## src/rtl/seq_add_sub.sv

```systemverilog
// seq_add_sub: multi-cycle adder/subtractor that works LSB-first, SLICE bits
// per clock, over WIDTH/SLICE cycles. Each slice is a ripple of full adders,
// and the carry is held in a register between cycles.
// Ports:
//   clk, rst_n       - clock and synchronous active-low reset
//   start            - request; accepted only in IDLE or DONE
//   sub, a, b, cin   - mode, operands and carry/borrow-in, sampled with start
//   busy, done       - busy while computing; done is a one-cycle completion pulse
//   s, cout, ovf, zero - registered result and flags, held until next completion
module seq_add_sub #(
  parameter int unsigned WIDTH = 8,
  parameter int unsigned SLICE = 1
) (
  input  logic             clk,
  input  logic             rst_n,
  input  logic             start,
  input  logic             sub,
  input  logic [WIDTH-1:0] a,
  input  logic [WIDTH-1:0] b,
  input  logic             cin,
  output logic             busy,
  output logic             done,
  output logic [WIDTH-1:0] s,
  output logic             cout,
  output logic             ovf,
  output logic             zero
);

  localparam int unsigned N     = WIDTH / SLICE;
  localparam int unsigned CNT_W = (N > 1) ? $clog2(N) : 1;

  // Reject illegal parameter combinations at elaboration
  if ((WIDTH < 2) || (SLICE == 0) || ((WIDTH % SLICE) != 0)) begin : g_param_check
    $error("seq_add_sub: WIDTH must be >= 2 and divisible by SLICE");
  end

  typedef enum logic [1:0] {
    IDLE = 2'd0,
    RUN  = 2'd1,
    DONE = 2'd2
  } state_t;

  state_t             state;
  logic [WIDTH-1:0]   op_a;
  logic [WIDTH-1:0]   op_b;
  logic [WIDTH-1:0]   acc;
  logic               carry;
  logic [CNT_W-1:0]   cnt;

  logic [SLICE-1:0]   sl_a;
  logic [SLICE-1:0]   sl_b;
  logic [SLICE-1:0]   sl_sum;
  logic               sl_cout;
  logic               sl_cmsb;
  logic               rc;
  logic [WIDTH-1:0]   acc_next;

  // Operands are shifted right each cycle, so the active slice is always the low bits
  assign sl_a = op_a[SLICE-1:0];
  assign sl_b = op_b[SLICE-1:0];

  // Ripple-carry slice; also captures the carry into the slice's top bit,
  // which on the last slice is the carry into the result MSB
  always_comb begin
    rc      = carry;
    sl_sum  = '0;
    sl_cmsb = 1'b0;
    for (int i = 0; i < int'(SLICE); i++) begin
      if (i == int'(SLICE) - 1) begin
        sl_cmsb = rc;
      end
      sl_sum[i] = sl_a[i] ^ sl_b[i] ^ rc;
      rc        = (sl_a[i] & sl_b[i]) | (rc & (sl_a[i] ^ sl_b[i]));
    end
    sl_cout = rc;
  end

  // Accumulator fills from the top: after N shifts it holds the full result
  assign acc_next = WIDTH'({sl_sum, acc} >> SLICE);

  // Control FSM, datapath registers and registered outputs
  always_ff @(posedge clk) begin
    if (!rst_n) begin
      state <= IDLE;
      op_a  <= '0;
      op_b  <= '0;
      acc   <= '0;
      carry <= 1'b0;
      cnt   <= '0;
      busy  <= 1'b0;
      done  <= 1'b0;
      s     <= '0;
      cout  <= 1'b0;
      ovf   <= 1'b0;
      zero  <= 1'b0;
    end else begin
      done <= 1'b0;
      case (state)
        IDLE, DONE: begin
          if (start) begin
            // Subtract as a + ~b + ~borrow_in
            op_a  <= a;
            op_b  <= sub ? ~b : b;
            carry <= sub ? ~cin : cin;
            acc   <= '0;
            cnt   <= '0;
            busy  <= 1'b1;
            state <= RUN;
          end else begin
            state <= IDLE;
          end
        end
        RUN: begin
          acc   <= acc_next;
          carry <= sl_cout;
          op_a  <= op_a >> SLICE;
          op_b  <= op_b >> SLICE;
          cnt   <= cnt + CNT_W'(1);
          if (cnt == CNT_W'(N - 1)) begin
            s     <= acc_next;
            cout  <= sl_cout;
            ovf   <= sl_cmsb ^ sl_cout;
            zero  <= (acc_next == '0);
            busy  <= 1'b0;
            done  <= 1'b1;
            state <= DONE;
          end
        end
        default: begin
          busy  <= 1'b0;
          state <= IDLE;
        end
      endcase
    end
  end

endmodule

```

## config.mk

```make
export PLATFORM = sky130hd
export DESIGN_NAME = seq_add_sub
export DESIGN_NICKNAME = d
export VERILOG_FILES = /design/src/rtl/seq_add_sub.sv
export SDC_FILE = /design/constraint.sdc
export NUM_CORES = 1
export LEC_CHECK = 0
export BUFFER_PORTS_ARGS = -buffer_cell sky130_fd_sc_hd__clkbuf_2
export CAP_MARGIN = 20
export CELL_PAD_IN_SITES_DETAIL_PLACEMENT = 0
export CELL_PAD_IN_SITES_GLOBAL_PLACEMENT = 2
export CORE_MARGIN = 3
export CORE_UTILIZATION = 29
export DETAILED_ROUTE_END_ITERATION = 10
export GPL_ROUTABILITY_DRIVEN = 1
export PLACE_DENSITY_LB_ADDON = 0.1
export SKIP_LAST_GASP = 1
export SLEW_MARGIN = 25
export SYNTH_ARGS = -nofsm -noshare
export SYNTH_HDL_FRONTEND = slang
export SYNTH_SLANG_ARGS = --single-unit
```

## constraint.sdc

```tcl
create_clock -name clk -period 1.4 [get_ports clk]
set_input_delay 0.14 -clock clk [delete_from_list [all_inputs] [get_ports clk]]
set_output_delay 0.14 -clock clk [all_outputs]
set_load 0.005 [all_outputs]
```

# ---- Yosys cells after proc, flatten, opt, wreduce, memory -nomap -nowiden
# Cells that the tools add are included.
dict set report word_totals {
  input_bits 21
  out_inout_bits 13
  ff_bits 43
}
dict set report classes {
  muxes 19
  n_bitwise 8
  n_eq_ne 5
  add_sub_neg 1
  reduce_logical 8
}
# operator count
set op_table {}
lappend op_table {{8-bit case mux with 2 select lines} 3}
lappend op_table {{8-bit 2-to-1 mux} 4}
lappend op_table {{8-bit logical NOT} 1}
lappend op_table {{8-bit NOT} 1}
lappend op_table {{2-bit AND reduction} 4}
lappend op_table {{1-bit 2-to-1 mux} 6}
lappend op_table {{3-bit case mux with 2 select lines} 1}
lappend op_table {{2-bit != test (second input constant)} 2}
lappend op_table {{1-bit case mux with 2 select lines} 2}
lappend op_table {{2-bit case mux with 2 select lines} 1}
lappend op_table {{3-bit by 1-bit adder with 3-bit output (second input constant)} 1}
lappend op_table {{3-bit equality test (second input constant)} 1}
lappend op_table {{3-bit 2-to-1 mux} 1}
lappend op_table {{1-bit XOR} 3}
lappend op_table {{1-bit AND} 2}
lappend op_table {{2-bit by 1-bit equality test with 1-bit output (second input constant)} 1}
lappend op_table {{2-bit equality test (second input constant)} 1}
lappend op_table {{2-bit logical NOT} 1}
lappend op_table {{2-bit 2-to-1 mux} 1}
lappend op_table {{2-bit nonzero test} 1}
lappend op_table {{2-bit OR reduction} 1}
lappend op_table {{1-bit NOT} 1}
lappend op_table {{1-bit bitwise OR} 1}

# ---- Longest topological paths before layout
# Gate-level depths: netlist of run 1.
dict set report logic_depth {
  word_depth 4
  mapped_depth 7
}

# ---- Worst setup path before layout of run 1
# Ideal clock, no wire load.
dict set report synth_path {
  path_kind {reg-to-reg}
  start {register cnt[0]}
  end {register ovf}
  path_buffers 2
  arrival_ns 1.301
  setup_time_ns 0.116
  required_time_ns 1.284
  setup_slack_ns -0.017
  path_stages_with_launch 7
  cell_sequence {dfxtp_1 -> ha_1 -> ha_1 -> and3b_1 -> buf_2 -> buf_6 -> o211a_1}
}
dict set report synth_between {
  elab_chain_len 2
}
# item line_no
set synth_rtl {}
lappend synth_rtl {{start, declared} 48} ;# logic [CNT_W-1:0] cnt;
lappend synth_rtl {{start signal, assigned} 118} ;# cnt <= cnt + CNT_W'(1);
lappend synth_rtl {{3-bit equality test} 119} ;# if (cnt == CNT_W'(N - 1)) begin
lappend synth_rtl {{2-bit AND reduction (no source line)} -}
lappend synth_rtl {{end signal, assigned} 122} ;# ovf <= sl_cmsb ^ sl_cout;
lappend synth_rtl {{end, declared} 25} ;# output logic ovf,
# Every way passes these cells.
# A chain may end at the register's enable or synchronous reset.

# ---- Worst setup path after layout of run 1
dict set report layout_path {
  start {register cnt[0]}
  end {register s[3]}
}
dict set report layout_between {
  elab_chain_len 2
}
# item line_no
set layout_rtl {}
lappend layout_rtl {{3-bit equality test} 119}
lappend layout_rtl {{2-bit AND reduction (no source line)} -}
lappend layout_rtl {{end signal, assigned} 120} ;# s <= acc_next;
lappend layout_rtl {{end, declared} 23} ;# output logic [WIDTH-1:0] s,
# Every way passes these cells.

==> impl_metrics.csv, run 1 <==
group,metric,value,unit
placement,dp_cells,306,
layout,regArea,843,um2
power,p_per_area,1100,nW/um2
route,vias,1542,
timing,report.final.slew_viol_count,0,
timing,rsz0062_at_grt,"yes",
die,ioPinCount,34,
cts,clock_sinks,42,
power,leakage,0.898,nW
cts,clk_path_buf_depth,2,
route,ant_nets,0,
timing,relSlewSlack,0.666,
timing,fmax,735,MHz
global_route,grt-ovfl-total,0,
layout,stdcell_count,316,
placement,portBuffers,33,
yosys,synth_top_area_cell,"dfxtp_1",
die,rows,28,
placement,place_hpwl,2800,um
global_route,grt_usage,0.120,
timing,period_minus_slack,1.36,ns
yosys,avgSynthCellArea,9.01,um2
yosys,synth_warnings,0,
route,routed_wl,4250,um
layout,multiInputGateArea,921,um2
global_route,grt_pass1_vias,1515,
route,drt_pre_antenna_iters,6,
cts,cts_made_buffers,5,
cts,cts_hold_buf,0,
yosys,async_flop_share,0,
layout,drive_above_1_share,0.257,
yosys,ys_ff_latch,42,
worst_setup_path,crit_required,1.62,ns
cts,root_buffer,"clkbuf_8",
worst_setup_path,crit_arrival,1.58,ns
yosys,seq_area_frac_synth,0.462,
layout,syn_to_final_growth,23.9,%
yosys,post-synth-top-count-cell,"dfxtp_1",
job,maxCapViolations,0,
timing,finalCritPeriodShare,0.972,
layout,finalNetCount,264,
route,route.detailed.drc,0,
timing,hold_viol_final,0,
worst_setup_path,cp-start-kind,"flop",
min_path,min_path_type,"input port to flop",
cts,clk_pin_slew,0.08,ns
cts,cts_setup_buffers,0,
run_status,status,"completed",
timing,final-setup-viol-count,0,
global_route,antenna_found_initial,0,
yosys,netlist_area,1820,um2
placement,place_area,2090,um2
yosys,synth_edf_count,0,
timing,tightest_slew,0.501,ns
die,placeableCoreArea,5990,um2
route,first_iter_violations,49,
global_route,grt_max_degree,27,
yosys,ys_top_cells_by_area,"dfxtp_1 (46%), a21boi_1 (12%), nand2_1 (8.0%)",
worst_setup_path,crit_type,"flop to flop",
die,die_w,85.2,um
yosys,syn_nets,226,
placement,place.gp.congestion,0.699,
yosys,synth_flop_cell,"dfxtp_1",
die,start_util,0.304,
power,irDropWorstVdd,0.000427,V
cts,cts_tree,"yes",
layout,final_cell_area,2250,um2
yosys,synthCells,202,
yosys,synth_common_cells,"dfxtp_1 (42), nand2_1 (39), a21boi_1 (28), nand3_1 (28), xor2_1 (9)",
layout,antenna_cells,0,
global_route,grt_pass1_wl,7090,um
worst_setup_path,cp_max_fo,5,
yosys,synth_cell_types,30,
worst_setup_path,endpoint_kind,"flop",
yosys,synth_top_area_share,0.462,
cts,clkLatencyLatePin,0.29,ns
die,die_h,85.2,um
timing,clock_skew,0.00569,ns
route,wl_per_cell,13.4,um
route,via_per_inst,4.88,
layout,num-fill-cells,644,
cts,htree_num_levels,2,
die,die-area,7260,um2
layout,fin_util,0.376,
[final timing paths]
check / start / endpoint / slack, ns / cells after the start
hold / removal: a[7] / op_a[7]$_SDFFE_PN0P_ / 0.08 / 3
setup / recovery: cnt[0]$_SDFFE_PN0P_ / s[3]$_SDFFE_PN0P_ / 0.04 / 7
setup reg to reg: cnt[0]$_SDFFE_PN0P_ / s[3]$_SDFFE_PN0P_ / 0.04 / 7
hold reg to reg: s[7]$_SDFFE_PN0P_ / s[7]$_SDFFE_PN0P_ / 0.45 / 2
[worst max-delay path, stage by stage, from the launching register on]
cell and delay (ns):
dfxtp_2 0.34, ha_4 0.16, ha_4 0.16, buf_4 0.13
nand3b_1 0.14, buf_4 0.17, nand2_1 0.05, a21boi_1 0.13
[cells by family after synthesis]
family | Yosys count | share of synthesized area
and+or+nand+nor | 82 | 0.210
xor gates and xnor gates | 10 | 0.0481
buffers and inverters | 17 | 0.0557
AOI/OAI and AO/OA | 48 | 0.199
DFF | 42 | 0.462
adders and majority gates | 3 | 0.0248
[sequential cells by signal, summed over array words and instances (netlist names), 2 cells and up]
signal and count:
op_a 8, op_b 8, s 8, acc 7, cnt 3, state 2
[through the flow]
| stage | setup TNS, ns | worst slack, ns | total power, mW | hold slack, ns |
|---|---|---|---|---|
| 4_1_cts | 0 | 0.0591 | 2.52 | 0.0699 |
| 3_3_place_gp | -0.0241 | -0.0241 | 1.60 | 0.372 |
| 3_5_place_dp | -0.173 | -0.0561 | 1.60 | 0.383 |
| 6_report | 0 | 0.0399 | 2.49 | 0.0831 |
| 5_1_grt | -0.0376 | -0.0192 | 2.62 | 0.0670 |
| 2_1_floorplan | 0 | 0.00967 | 1.49 | 0.275 |
[layout make-up]
cell class | count | area share
sequential | 42 | 0.374
timing repair buffer | 47 | 0.127
clock buffer | 8 | 0.0488
tap | 75 | 0.0416
multi-input combinational | 144 | 0.408
[report_power, final]
| group | switching, mW | internal [mW] |
|---|---|---|
| registers | 0.0297 | 1.24 |
| logic | 0.162 | 0.140 |
| clock network | 0.412 | 0.498 |
| total | 0.604 | 1.88 |
[layout by cell type (no fill, tap or decap), types with 2 or more instances in the layout]
cell type,instances
dfxtp_1,40
buf_4,12
a22oi_1,8
dfxtp_2,2
xor2_1,9
o221ai_1,6
nor2b_1,3
clkbuf_8,8
and2_1,3
a21boi_1,28
nand2_1,39
ha_4,2
clkbuf_2,33
nand3_1,28
[metal layers]
layer | wire length, um | track usage | vias to the layer above
li1 | - | - | 783
met3 | 172 | 0.0417 | 2
met5 | 0 | 0 | -
met1 | 1930 | 0.147 | 733
met4 | 25 | 0.0302 | 0
met2 | 2120 | 0.202 | 24
[timing repair]
item | in CTS | in global routing
resized for setup | 1 | 9
gates cloned | 0 | 2
setup endpoints to repair | 11 | 21
pin swaps | 0 | 1
No activity file was read; power rests on OpenSTA's default activity.
==> run 2, diff against run 1 <==
CORE_UTILIZATION = 31   (was 29)
CTS_BUF_LIST = sky130_fd_sc_hd__clkbuf_2 sky130_fd_sc_hd__clkbuf_4 sky130_fd_sc_hd__clkbuf_8   (was unset)
==> run 2 against run 1 <==
  * First-iteration DRC count rose by 22%
  * Worst setup slack improved by 0.042 ns
  * Clock skew rose by 0.0024 ns
  * Via count rose by 1.6%
  * Critical endpoint is now ovf$_SDFFE_PN0P_
==> impl_metrics.csv, run 2 (same netlist as run 1, synthesis figures left out) <==
group,metric,value,unit
run_status,status,"completed",
route,first_iter_violations,60,
power,p_per_area,1070,nW/um2
timing,clock_skew,0.00807,ns
worst_setup_path,endpoint_kind,"flop",
die,ioPinCount,34,
min_path,min_path_type,"input port to flop",
layout,layout_commonest_cell,"dfxtp_1",
cts,clk_path_buf_depth,2,
cts,cts_setup_buffers,0,
route,route.detailed.drc,0,
layout,drive_above_1_share,0.245,
worst_setup_path,crit_arrival,1.51,ns
global_route,grt_max_degree,52,
cts,clock_sinks,42,
route,wl_per_cell,13.4,um
layout,top_regs,"op_a x8, op_b x8, s x8",
timing,finalCritPeriodShare,0.942,
power,power,2.36,mW
layout,antenna_cells,0,
worst_setup_path,reg2reg_depth,4,
global_route,met2_usage,0.231,
timing,fmax,759,MHz
cts,cts_hold_buf,0,
worst_setup_path,cp-start-kind,"flop",
timing,hold_viol_final,0,
route,routed_wl,4190,um
global_route,grt_pass1_wl,6690,um
layout,num-fill-cells,611,
layout,fin_util,0.394,
global_route,use_met1,0.140,
global_route,grt_pass1_vias,1470,
die,start_util,0.324,
min_path,hold_depth,3,
global_route,grt_use_met3,0.0466,
cts,htree_num_levels,2,
job,maxCapViolations,0,
cts,clk_pin_slew,0.08,ns
worst_setup_path,cp_max_fo,7,
global_route,grt_usage,0.129,
power,irDropWorstVdd,0.000374,V
timing,final-setup-viol-count,0,
worst_setup_path,crit_required,1.59,ns
worst_setup_path,crit_type,"flop to flop",
route,ant_nets,0,
timing,report.final.slew_viol_count,0,
cts,clkLatencyLatePin,0.30,ns
cts,root_buffer,"clkbuf_8",
global_route,antenna_found_initial,0,
layout,syn_to_final_growth,21.4,%
die,die_w,82.6,um
layout,final_cell_area,2210,um2
route,vias,1567,
placement,place_hpwl,2770,um
route,drt_pre_antenna_iters,4,
power,leakage,0.889,nW
global_route,grt-ovfl-total,0,
die,die-area,6820,um2
die,rows,27,
placement,place_area,2100,um2
die,die_h,82.6,um
route,via_per_inst,5.01,
placement,place.gp.congestion,0.755,
die,placeableCoreArea,5610,um2
cts,cts_made_buffers,5,
global_route,grt_busiest_layer,"met2",
layout,mostFrequentLayoutCells,"dfxtp_1 (42), nand2_1 (39), clkbuf_2 (33)",
timing,rsz0062_at_grt,"yes",
timing,tightest_slew,0.312,ns
timing,relSlewSlack,0.792,
cts,cts_tree,"yes",
placement,portBuffers,33,
layout,finalNetCount,265,
timing,period_minus_slack,1.32,ns
run 2: cell types whose count changed in the layout (fill, tap and decap cells not counted), moves of 2 or more:
cell      before  now
clkbuf_4       0    2
dfxtp_2        2    0
clkbuf_8       8    5
dfxtp_1       40   42
buf_4         12   14
run 2: final timing paths:
| path | start | slack, ns | to |
|---|---|---|---|
| min reg2reg | s[2]$_SDFFE_PN0P_ | 0.45 | s[2]$_SDFFE_PN0P_ |
| max | cnt[0]$_SDFFE_PN0P_ | 0.08 | ovf$_SDFFE_PN0P_ |
| max reg2reg | cnt[0]$_SDFFE_PN0P_ | 0.08 | ovf$_SDFFE_PN0P_ |
| min | a[7] | 0.07 | op_a[7]$_SDFFE_PN0P_ |
run 2: layout make-up:
class	count	area, um2	share of cell area
Clock buffer	7	83.8	0.0380
Tap cell	72	90.1	0.0408
Timing Repair Buffer	48	290	0.131
Sequential cell	42	841	0.381
Multi-Input combinational cell	144	903	0.409
run 2: repair_timing:
item	4_1_cts	5_1_grt
hold endpoints to repair	0	0
resized for setup	1	3
endpoints found under the setup margin	13	22
cloned	0	1
run 2: per-layer routing:
layer	wire (um)	part of all wire	vias up
met3	237	0.057	6
met2	2130	0.51	30
met5	0	0	-
met1	1770	0.42	750
li1	-	-	781
met4	61	0.015	0
run 2: critical path: stages, from the launching register on:
cell and delay, ns:
dfxtp_1 0.32, ha_1 0.22, ha_4 0.18, and3b_2 0.27, o211a_1 0.21
run 2: power breakdown:
part / leakage (nW) / internal, mW / switching, mW
registers: 0.342 / 1.24 / 0.0278
clock network: 0.0452 / 0.383 / 0.399
logic: 0.502 / 0.143 / 0.162
run 2: through the flow:
step	std cells	setup WS, ns	hold WS, ns	TNS, ns
after floorplan	202	0.00967	0.275	0
after global placement	305	-0.0438	0.369	-0.0811
after detailed placement	305	-0.112	0.381	-0.727
after CTS	312	0.0207	0.0655	0
after global routing	313	-0.0222	0.0762	-0.0222
final	313	0.0819	0.0675	0
